--- src/rtl/alu_word_sequencer_pkg.sv ---
// Shared encodings for the word sequencer and the N-bit ALU it drives.
package alu_word_sequencer_pkg;

  // ALU operation encodings; the external ALU decodes the same values.
  typedef enum logic [2:0] {
    MODE_ADD = 3'b000,
    MODE_SUB = 3'b001,
    MODE_AND = 3'b010,
    MODE_OR  = 3'b011,
    MODE_XOR = 3'b100,
    MODE_NOT = 3'b101,
    MODE_INC = 3'b110,
    MODE_DEC = 3'b111
  } mode_e;

  // Sequencer control states.
  typedef enum logic [1:0] {
    IDLE = 2'd0,
    RUN  = 2'd1,
    DONE = 2'd2
  } state_e;

  // Modes whose words are linked by a carry/borrow chain.
  function automatic logic is_chained(input mode_e m);
    return (m == MODE_ADD) || (m == MODE_SUB) || (m == MODE_INC) || (m == MODE_DEC);
  endfunction

endpackage

--- src/rtl/alu_word_sequencer_if.sv ---
// Request/response bus plus the word-wide ALU link of the sequencer.
interface alu_word_sequencer_if #(
  parameter int N     = 4,
  parameter int WORDS = 4
);
  localparam int W = N * WORDS;

  // request side
  logic         start;
  logic [2:0]   mode;
  logic [W-1:0] op_a;
  logic [W-1:0] op_b;
  logic         cb_in;

  // ALU link
  logic [N-1:0] alu_a;
  logic [N-1:0] alu_b;
  logic         alu_cb_in;
  logic [2:0]   alu_mode;
  logic [N-1:0] alu_result;
  logic         alu_cb_out;

  // response side
  logic [W-1:0] result;
  logic         cb_out;
  logic         zero;
  logic         busy;
  logic         done;

  // Sequencer view.
  modport slave (
    input  start, mode, op_a, op_b, cb_in, alu_result, alu_cb_out,
    output alu_a, alu_b, alu_cb_in, alu_mode, result, cb_out, zero, busy, done
  );

  // Environment view: requester plus the ALU.
  modport master (
    output start, mode, op_a, op_b, cb_in, alu_result, alu_cb_out,
    input  alu_a, alu_b, alu_cb_in, alu_mode, result, cb_out, zero, busy, done
  );

endinterface

--- src/rtl/alu_word_sequencer.sv ---
// Multi-word sequencer: runs a W-bit operation through an external N-bit ALU,
// one word per cycle, chaining carry/borrow between words.
module alu_word_sequencer
  import alu_word_sequencer_pkg::*;
#(
  parameter int N     = 4,
  parameter int WORDS = 4
) (
  input  logic               clk,
  input  logic               rst_n,
  alu_word_sequencer_if.slave bus
);

  localparam int W     = N * WORDS;
  localparam int IDX_W = (WORDS > 1) ? $clog2(WORDS) : 1;

  state_e           state;
  state_e           state_nxt;
  logic [IDX_W-1:0] idx;
  logic             carry;
  logic [W-1:0]     a_q;
  logic [W-1:0]     b_q;
  mode_e            mode_q;
  logic             cb_in_q;
  logic [W-1:0]     result_q;
  logic [W-1:0]     result_nxt;
  logic             cb_out_q;
  logic             zero_q;
  logic             last_word;
  logic             first_word;

  assign last_word  = (idx == IDX_W'(WORDS - 1));
  assign first_word = (idx == '0);

  // State register.
  always_ff @(posedge clk or negedge rst_n) begin
    if (!rst_n) state <= IDLE;
    else        state <= state_nxt;
  end

  // Next-state decode.
  always_comb begin
    state_nxt = state;
    case (state)
      IDLE:    if (bus.start) state_nxt = RUN;
      RUN:     if (last_word) state_nxt = DONE;
      DONE:    state_nxt = IDLE;
      default: state_nxt = IDLE;
    endcase
  end

  // Result with the current ALU word merged in at idx.
  always_comb begin
    result_nxt = result_q;
    result_nxt[idx*N +: N] = bus.alu_result;
  end

  // Operand latch, word index, carry chain and result collection.
  always_ff @(posedge clk or negedge rst_n) begin
    if (!rst_n) begin
      idx      <= '0;
      carry    <= 1'b0;
      a_q      <= '0;
      b_q      <= '0;
      mode_q   <= MODE_ADD;
      cb_in_q  <= 1'b0;
      result_q <= '0;
      cb_out_q <= 1'b0;
      zero_q   <= 1'b0;
    end else begin
      case (state)
        IDLE: begin
          if (bus.start) begin
            a_q     <= bus.op_a;
            b_q     <= bus.op_b;
            mode_q  <= mode_e'(bus.mode);
            cb_in_q <= bus.cb_in;
            idx     <= '0;
          end
        end
        RUN: begin
          result_q <= result_nxt;
          carry    <= bus.alu_cb_out;
          if (last_word) begin
            // Flags land together with the DONE cycle so they are valid alongside done.
            cb_out_q <= is_chained(mode_q) ? bus.alu_cb_out : 1'b0;
            zero_q   <= (result_nxt == '0);
          end else begin
            idx <= idx + IDX_W'(1);
          end
        end
        default: ;
      endcase
    end
  end

  // Status and ALU drive; the ALU sees zeros outside RUN.
  always_comb begin
    bus.busy      = (state != IDLE);
    bus.done      = (state == DONE);
    bus.alu_a     = '0;
    bus.alu_b     = '0;
    bus.alu_cb_in = 1'b0;
    bus.alu_mode  = MODE_ADD;
    if (state == RUN) begin
      bus.alu_a = a_q[idx*N +: N];
      case (mode_q)
        MODE_ADD, MODE_SUB: begin
          bus.alu_mode  = mode_q;
          bus.alu_b     = b_q[idx*N +: N];
          bus.alu_cb_in = first_word ? cb_in_q : carry;
        end
        // Increment/decrement become add/sub of zero with a forced carry-in,
        // so the +/-1 ripples across every word.
        MODE_INC: begin
          bus.alu_mode  = MODE_ADD;
          bus.alu_cb_in = first_word ? 1'b1 : carry;
        end
        MODE_DEC: begin
          bus.alu_mode  = MODE_SUB;
          bus.alu_cb_in = first_word ? 1'b1 : carry;
        end
        default: begin
          bus.alu_mode = mode_q;
          bus.alu_b    = b_q[idx*N +: N];
        end
      endcase
    end
  end

  assign bus.result = result_q;
  assign bus.cb_out = cb_out_q;
  assign bus.zero   = zero_q;

endmodule

--- src/flat_wrapper.sv ---
// flat-port wrapper written by rule: the top's interface ports become plain ports
module alu_word_sequencer_flat import alu_word_sequencer_pkg::*;
#(
  parameter int N     = 4,
  parameter int WORDS = 4
)
  (clk, rst_n, bus_start, bus_mode, bus_op_a, bus_op_b, bus_cb_in, bus_alu_result, bus_alu_cb_out, bus_alu_a, bus_alu_b, bus_alu_cb_in, bus_alu_mode, bus_result, bus_cb_out, bus_zero, bus_busy, bus_done);
  alu_word_sequencer_if #(.N(N), .WORDS(WORDS)) bus_i ();
  input  logic clk;
  input  logic rst_n;
  input wire logic [$bits(bus_i.start)-1:0] bus_start;
  input wire logic [$bits(bus_i.mode)-1:0] bus_mode;
  input wire logic [$bits(bus_i.op_a)-1:0] bus_op_a;
  input wire logic [$bits(bus_i.op_b)-1:0] bus_op_b;
  input wire logic [$bits(bus_i.cb_in)-1:0] bus_cb_in;
  input wire logic [$bits(bus_i.alu_result)-1:0] bus_alu_result;
  input wire logic [$bits(bus_i.alu_cb_out)-1:0] bus_alu_cb_out;
  output wire logic [$bits(bus_i.alu_a)-1:0] bus_alu_a;
  output wire logic [$bits(bus_i.alu_b)-1:0] bus_alu_b;
  output wire logic [$bits(bus_i.alu_cb_in)-1:0] bus_alu_cb_in;
  output wire logic [$bits(bus_i.alu_mode)-1:0] bus_alu_mode;
  output wire logic [$bits(bus_i.result)-1:0] bus_result;
  output wire logic [$bits(bus_i.cb_out)-1:0] bus_cb_out;
  output wire logic [$bits(bus_i.zero)-1:0] bus_zero;
  output wire logic [$bits(bus_i.busy)-1:0] bus_busy;
  output wire logic [$bits(bus_i.done)-1:0] bus_done;
  assign bus_i.start = bus_start;
  assign bus_i.mode = bus_mode;
  assign bus_i.op_a = bus_op_a;
  assign bus_i.op_b = bus_op_b;
  assign bus_i.cb_in = bus_cb_in;
  assign bus_i.alu_result = bus_alu_result;
  assign bus_i.alu_cb_out = bus_alu_cb_out;
  assign bus_alu_a = bus_i.alu_a;
  assign bus_alu_b = bus_i.alu_b;
  assign bus_alu_cb_in = bus_i.alu_cb_in;
  assign bus_alu_mode = bus_i.alu_mode;
  assign bus_result = bus_i.result;
  assign bus_cb_out = bus_i.cb_out;
  assign bus_zero = bus_i.zero;
  assign bus_busy = bus_i.busy;
  assign bus_done = bus_i.done;
  alu_word_sequencer #(.N(N), .WORDS(WORDS)) u_core (.clk(clk), .rst_n(rst_n), .bus(bus_i));
endmodule
--- config.mk ---
export PLATFORM = sky130hd
export DESIGN_NAME = alu_word_sequencer_flat
export DESIGN_NICKNAME = d
export VERILOG_FILES = /design/src/rtl/alu_word_sequencer_pkg.sv /design/src/rtl/alu_word_sequencer_if.sv /design/src/rtl/alu_word_sequencer.sv /design/src/flat_wrapper.sv
export SDC_FILE = /design/constraint.sdc
export NUM_CORES = 1
export LEC_CHECK = 0
export CAP_MARGIN = 20
export CORE_UTILIZATION = 44
export DETAILED_ROUTE_END_ITERATION = 16
export PLACE_DENSITY = 0.78
export REMOVE_ABC_BUFFERS = 1
export SYNTH_ARGS = -nofsm -noshare
export SYNTH_HDL_FRONTEND = slang
export SYNTH_SLANG_ARGS = --single-unit
--- constraint.sdc ---
create_clock -name clk -period 2.2 [get_ports clk]
set_clock_uncertainty 0.15 [all_clocks]
set_input_delay 0.44 -clock clk [delete_from_list [all_inputs] [get_ports clk]]
set_output_delay 0.44 -clock clk [all_outputs]
set_load 0.02 [all_outputs]
# [Yosys cells after proc, flatten, opt, wreduce, memory -nomap -nowiden]
# Index checks and enable logic that the tools add are counted.
[word_totals] word_cells=57 ff_bits=59 output_inout_bits=32 input_bits=44
[classes] n_addsub=2 mux=17 shift=4 n_reduce_logical=15 eq_ne=9
[ops] operator="$neg A4 Y34" n=1
[ops] operator="$shift A4 B34 Y16 const A" n=1
[ops] operator="$shiftx A4 B34 Y16" n=1
[ops] operator="$shiftx A16 B5 Y4" n=2
[ops] operator="$bwmux W16" n=1
[ops] operator="$logic_not A16 Y1" n=1
[ops] operator="$mux W4" n=3
[ops] operator="$mux W2" n=4
[ops] operator="$pmux W2 S2" n=2
[ops] operator="$eq A3 B3 Y1 const B" n=2
[ops] operator="$pmux W3 S2" n=1
[ops] operator="$reduce_and A2 Y1" n=3
[ops] operator="$eq A2 B2 Y1 const B" n=2
[ops] operator="$logic_not A2 Y1" n=2
[ops] operator="$mux W1" n=4
[ops] operator="$ne A2 B2 Y1 const B" n=2
[ops] operator="$reduce_bool A2 Y1" n=2
[ops] operator="$reduce_or A2 Y1" n=2
[ops] operator="$eq A3 B1 Y1 const B" n=1
[ops] operator="$logic_not A3 Y1" n=1
[ops] operator="$logic_or A1 B1 Y1" n=3
[ops] operator="$mux W3" n=1
[ops] operator="$reduce_and A3 Y1" n=1
[ops] operator="$add A2 B1 Y2 const B" n=1
[ops] operator="3 further kinds" n=3

# [Logic depth before layout (Yosys ltp)]
[logic_depth] depth_word=5 mapped_depth=7 ltp_nobuf=6

# [Least setup slack after synthesis]
# No wires, ideal clock.
[synth_path] kind="register to output" startpoint="reg u_core.idx[0]" endpoint="out bus_alu_cb_in" stages_incl_launch_ff=7 arrival_time_ns=1.870 slack_ns=-0.260 n_path_buf=1 t_required_ns=1.610 cell_sequence="dfrtp_1 -> buf_2 -> inv_1 -> ha_1 -> mux2_2 -> nand2_1 -> a211oi_1"
[synth_via] elab_chain_cells=4 word_cells_on_any_way=5 classes_between="mux: 4; reduce/logical: 1"
[synth_lines] element="start, declared" line="alu_word_sequencer.sv:19" source="logic [IDX_W-1:0] idx;"
[synth_lines] element="start signal, assigned" line="alu_word_sequencer.sv:89" source="idx <= idx + IDX_W'(1);"
[synth_lines] element="$logic_not A2 Y1 *" line="alu_word_sequencer.sv:33" source="assign first_word = (idx == '0);"
[synth_lines] element="$mux W1, on equally long branches" line="alu_word_sequencer.sv:117, alu_word_sequencer.sv:121, alu_word_sequencer.sv:111"
[synth_lines] element="$pmux W1 S2 *" line="alu_word_sequencer.sv:107" source="case (mode_q)"
[synth_lines] element="$mux W1 *" line="alu_word_sequencer.sv:105" source="if (state == RUN) begin"
[synth_lines] element="end, declared" line="flat_wrapper.sv:20" source="output wire logic [$bits(bus_i.alu_cb_in)-1:0] bus_alu_cb_in;"
# Mark *: on every way between the ends. The rest lies on a longest branch, timed or not.

# [Worst setup path in the final report]
[layout_path] startpoint="reg u_core.idx[0]" endpoint="out bus_alu_b[0]"
[layout_via] elab_chain_cells=3
[layout_lines] element="$shiftx A16 B5 Y4" line="alu_word_sequencer.sv:110, alu_word_sequencer.sv:125"
[layout_lines] element="$mux W4"
[layout_lines] element="$mux W4" line="alu_word_sequencer.sv:105"
[layout_lines] element="end, declared" line="flat_wrapper.sv:19" source="output wire logic [$bits(bus_i.alu_b)-1:0] bus_alu_b;"
# Every way passes these cells.

==> impl_summary.txt <==
----------------------------------------------------
[Route]
  Remaining DRCs ... 0
  Routed vias ... 2,155
  Number of DRC violations after detailed-routing iteration 0 ... 108
  Antenna-violating nets left ... 0
  Wirelength per Cell ... 15.7 µm
  Number of iterations in the first detailed-routing pass ... 4
  Wirelength, routed ... 6.41 mm
  Number of vias per cell ... 5.28

[Worst hold path]
  Type of the tightest min-delay check ... reg -> reg

[Critical path]
  Max stage delay cell, worst path ... sky130_fd_sc_hd__mux4_2
  Nature of the critical path endpoint ... primary output
  Cell family contributing the most delay on the critical path ... multiplexers
  Stage delay of the slowest cell on the critical path ... 460 ps
  Critical path buffers and inverters ... 3
  Required @ worst endpoint ... 1610 ps
  Highest fanout seen on the critical path ... 5
  Arrival time of data at the critical path endpoint ... 1740 ps
  Critical-path cell list ... buf_12, buf_6, mux4_2, nor3b_2, buf_4
  Startpoint types ... register
  Type of the worst setup path ... reg -> out

[Clock tree]
  Cell at the root of the clock tree ... sky130_fd_sc_hd__clkbuf_8
  CTS tree ... done
  Clk buf depth ... 2
  Htree depth ... 3
  Num CTS Buffers ... 9
  Clock transition at the registers of the reported paths ... 60 ps
  Number of clock sinks ... 59
  Clk Latency, worst-skew pair ... 320 ps

[Layout]
  Layout overhead on the synthesized area ... 46.5%
  Number of filler cells placed in the layout ... 473
  # nets final ... 382
  Fraction of final layout cells sized beyond drive strength 1 ... 0.360
  Count of inserted antenna diode cells ... 0
  Post-Route Utilization ... 0.687

[Power and ir drop]
  Leakage ... 1.85 nW
  Worst-case vdd ir drop ... 964 µV
  Net switching fraction of the power ... 0.359
  Combinational cell fraction of total power ... 0.557
  Sw power ... 2.33 mW
  PD cells ... 1560 nW/µm²
  Overall power after layout ... 6.49 mW
  Internal Power ... 4.16 mW
  Clock network power share ... 0.148
  Portion of total power attributed to sequential cells ... 0.295

[Job]
  Maxcap violations ... 0

[Synth]
  Total of flip-flops plus latches after synthesis ... 59
  Mapped Area ... 2840 µm²
  Biggest area consumer among synthesized cells ... sky130_fd_sc_hd__dfrtp_1
  Yosys synthesis warning count ... 0
  Fraction of registers with async set/reset ... 1.00
  Proportion of netlist area held by the largest area contributor ... 0.519
  Post-synthesis average cell area ... 12.9 µm²
  Number of enable flip-flop cells after synthesis ... 0
  Top cells by area in the synthesized netlist ... sky130_fd_sc_hd__dfrtp_1 52%, sky130_fd_sc_hd__mux2_2 15%, sky130_fd_sc_hd__mux4_2 6.3%, sky130_fd_sc_hd__ha_1 4.4%, sky130_fd_sc_hd__a32o_1 3.9%
  Post-synthesis cell count ... 220
  Predominant post-synthesis flop cell ... sky130_fd_sc_hd__dfrtp_1
  Synth unique cells ... 39
  Share of the yosys chip area belonging to registers ... 0.519

[STA]
  Tightest slew margin relative to the limit ... 0.720
  Final period util ... 1.06
  Unrepaired setup endpoints after global routing ... true
  Min Tclk post-route ... 2330 ps
  Highest clock frequency the design can meet ... 0.429 GHz
  Setup TNS ... -700 ps
  Number of failing hold endpoints at the final stage ... 0
  Pin slew with the least headroom to its limit ... 419 ps
  Worst Hold Margin ... 339 ps
  Final setup viols ... 9
  Slew Viols, Final ... 0
  Worst setup slack after layout ... -132 ps

[Die]
  Floorplan row count ... 28
  I/O pin total ... 76
  Placeable core region ... 6060 µm²
  Starting utilization of the core area ... 0.469
  Die ar. ... 6790 µm²
  Vertical extent of the die ... 82.4 µm
  Die width ... 82.4 µm

[Global routing]
  Overall track demand over capacity in global routing ... 0.208
  Largest net degree at the start of global routing ... 60
  Antenna violations before repair ... 0
  Via count of the first global-routing pass ... 2,194
  First-pass GRT wire length ... 10.2 mm
  Overall overflow remaining after global route ... 0

[Placement]
  Global placer's final weighted congestion ... 0.799
  Post-detail-place hpwl ... 4.51 mm
  IO buf count ... 75

[Outcome]
  Violations in the final reports ... setup timing
  Result of the run ... complete, but fails checks

----------------------------------------------------
## worst paths after layout
kind,startpoint,endpoint,slack [ps],cells after the start
setup / recovery,u_core.idx[0]$_DFFE_PN0P_,bus_alu_b[0],-130,5
hold / removal,u_core.bus.cb_out$_DFFE_PN0P_,u_core.bus.cb_out$_DFFE_PN0P_,340,2
setup reg to reg,u_core.idx[0]$_DFFE_PN0P_,u_core.bus.zero$_DFFE_PN0P_,80,7
hold reg to reg,u_core.bus.cb_out$_DFFE_PN0P_,u_core.bus.cb_out$_DFFE_PN0P_,340,2
max in group asynchronous,rst_n,u_core.idx[0]$_DFFE_PN0P_,1120,3
min in group asynchronous,rst_n,u_core.bus.result[15]$_DFFE_PN0P_,490,3
## layout make-up
type                            count  area (µm²)  share of cell area
Timing Repair Buffer              107        1030               0.247
Multi-Input combinational cell    141        1340               0.321
Sequential cell                    59        1480               0.355
Clock inverter                      5        52.6              0.0126
Tap cell                           75        93.8              0.0225
Inverter                           10        37.5             0.00901
Clock buffer                       11         141              0.0339
## Yosys cell counts (4+ instances only)
master	n
sky130_fd_sc_hd__dfrtp_1	59
sky130_fd_sc_hd__nand2_1	23
sky130_fd_sc_hd__ha_1	10
sky130_fd_sc_hd__nor2_1	5
sky130_fd_sc_hd__and2_1	6
sky130_fd_sc_hd__nor3b_1	5
sky130_fd_sc_hd__mux2_2	37
sky130_fd_sc_hd__clkbuf_1	4
sky130_fd_sc_hd__a32o_1	11
sky130_fd_sc_hd__inv_1	10
sky130_fd_sc_hd__mux4_2	8
sky130_fd_sc_hd__o21ai_0	7
## registers in the layout (all words and copies together), names as in the netlist
register	cells
u_core.a_q	16
u_core.cb_in_q	1
u_core.b_q	16
u_core.idx	2
u_core.bus.cb_out	1
u_core.bus.zero	1
u_core.bus.result	16
u_core.carry	1
u_core.mode_q	3
u_core.state	2
## worst register-to-register path, delay by kind of cell, from the launching register on
kind / cells / cell delay, ps
flip-flops: 1 / 440
AND/OR/NAND/NOR: 3 / 720
adder cells (fa/ha/maj): 1 / 310
AO/OA/AOI/OAI: 1 / 210
buffers and inverters: 2 / 200
## power by group through the flow
stage                     sequential, mW  combinational, mW  clock (mW)
after floorplan                     2.07               1.80           0
after global placement              1.89               3.31           0
after detailed placement            1.93               3.39           0
after CTS                           1.91               3.38       0.989
after global routing                1.98               3.91        1.04
final                               1.92               3.61       0.960
## layer usage
metal / wire, µm / global-route usage
met5: 0 / 0
met4: 78 / 0.0912
met3: 335 / 0.0429
met2: 3280 / 0.345
met1: 2720 / 0.264
## per-stage QoR
| step | cell area [µm²] | setup slack, ps | cells |
|---|---|---|---|
| finish | 4170 | -132 | 408 |
| global route | 4170 | -198 | 408 |
| CTS | 4070 | -179 | 406 |
| detailed placement | 3860 | -204 | 385 |
| global placement | 3860 | -191 | 385 |
| floorplan | 2790 | -976 | 210 |
## cell usage in the layout (no fill, tap or decap), drive strengths merged, types with 2 or more instances in the layout
master | Yosys | final
o21ai | 7 | 7
buf | 6 | 41
a32o | 11 | 11
clkinv | 0 | 3
dfrtp | 59 | 59
a21oi | 2 | 2
o31ai | 3 | 3
clkdlybuf4s15 | 0 | 2
and2 | 6 | 6
ha | 10 | 10
mux4 | 8 | 8
inv | 10 | 10
nand2 | 24 | 24
mux2 | 37 | 37
nor4 | 3 | 3
clkdlybuf4s50 | 0 | 60
nor2 | 5 | 5
nor3b | 5 | 5
clkbuf | 4 | 12
## kinds of logic after synthesis
group,count (synthesis),share of synthesized area
DFF,59,0.519
and+or+nand+nor,55,0.109
muxes,45,0.210
AOI/OAI and AO/OA,31,0.0849
buffers and inverters,20,0.0330
adders and majority gates,10,0.0440
## what timing repair did
action / CTS / global route
pin swaps: 0 / 5
hold buffers: 1 / 0
endpoints found under the setup margin: 13 / 16
cloned: 1 / 0
endpoints found under the hold margin: 59 / 0
buffers inserted: 3 / 3
resized for setup: 49 / 32
(Power assumes the default switching activity.)
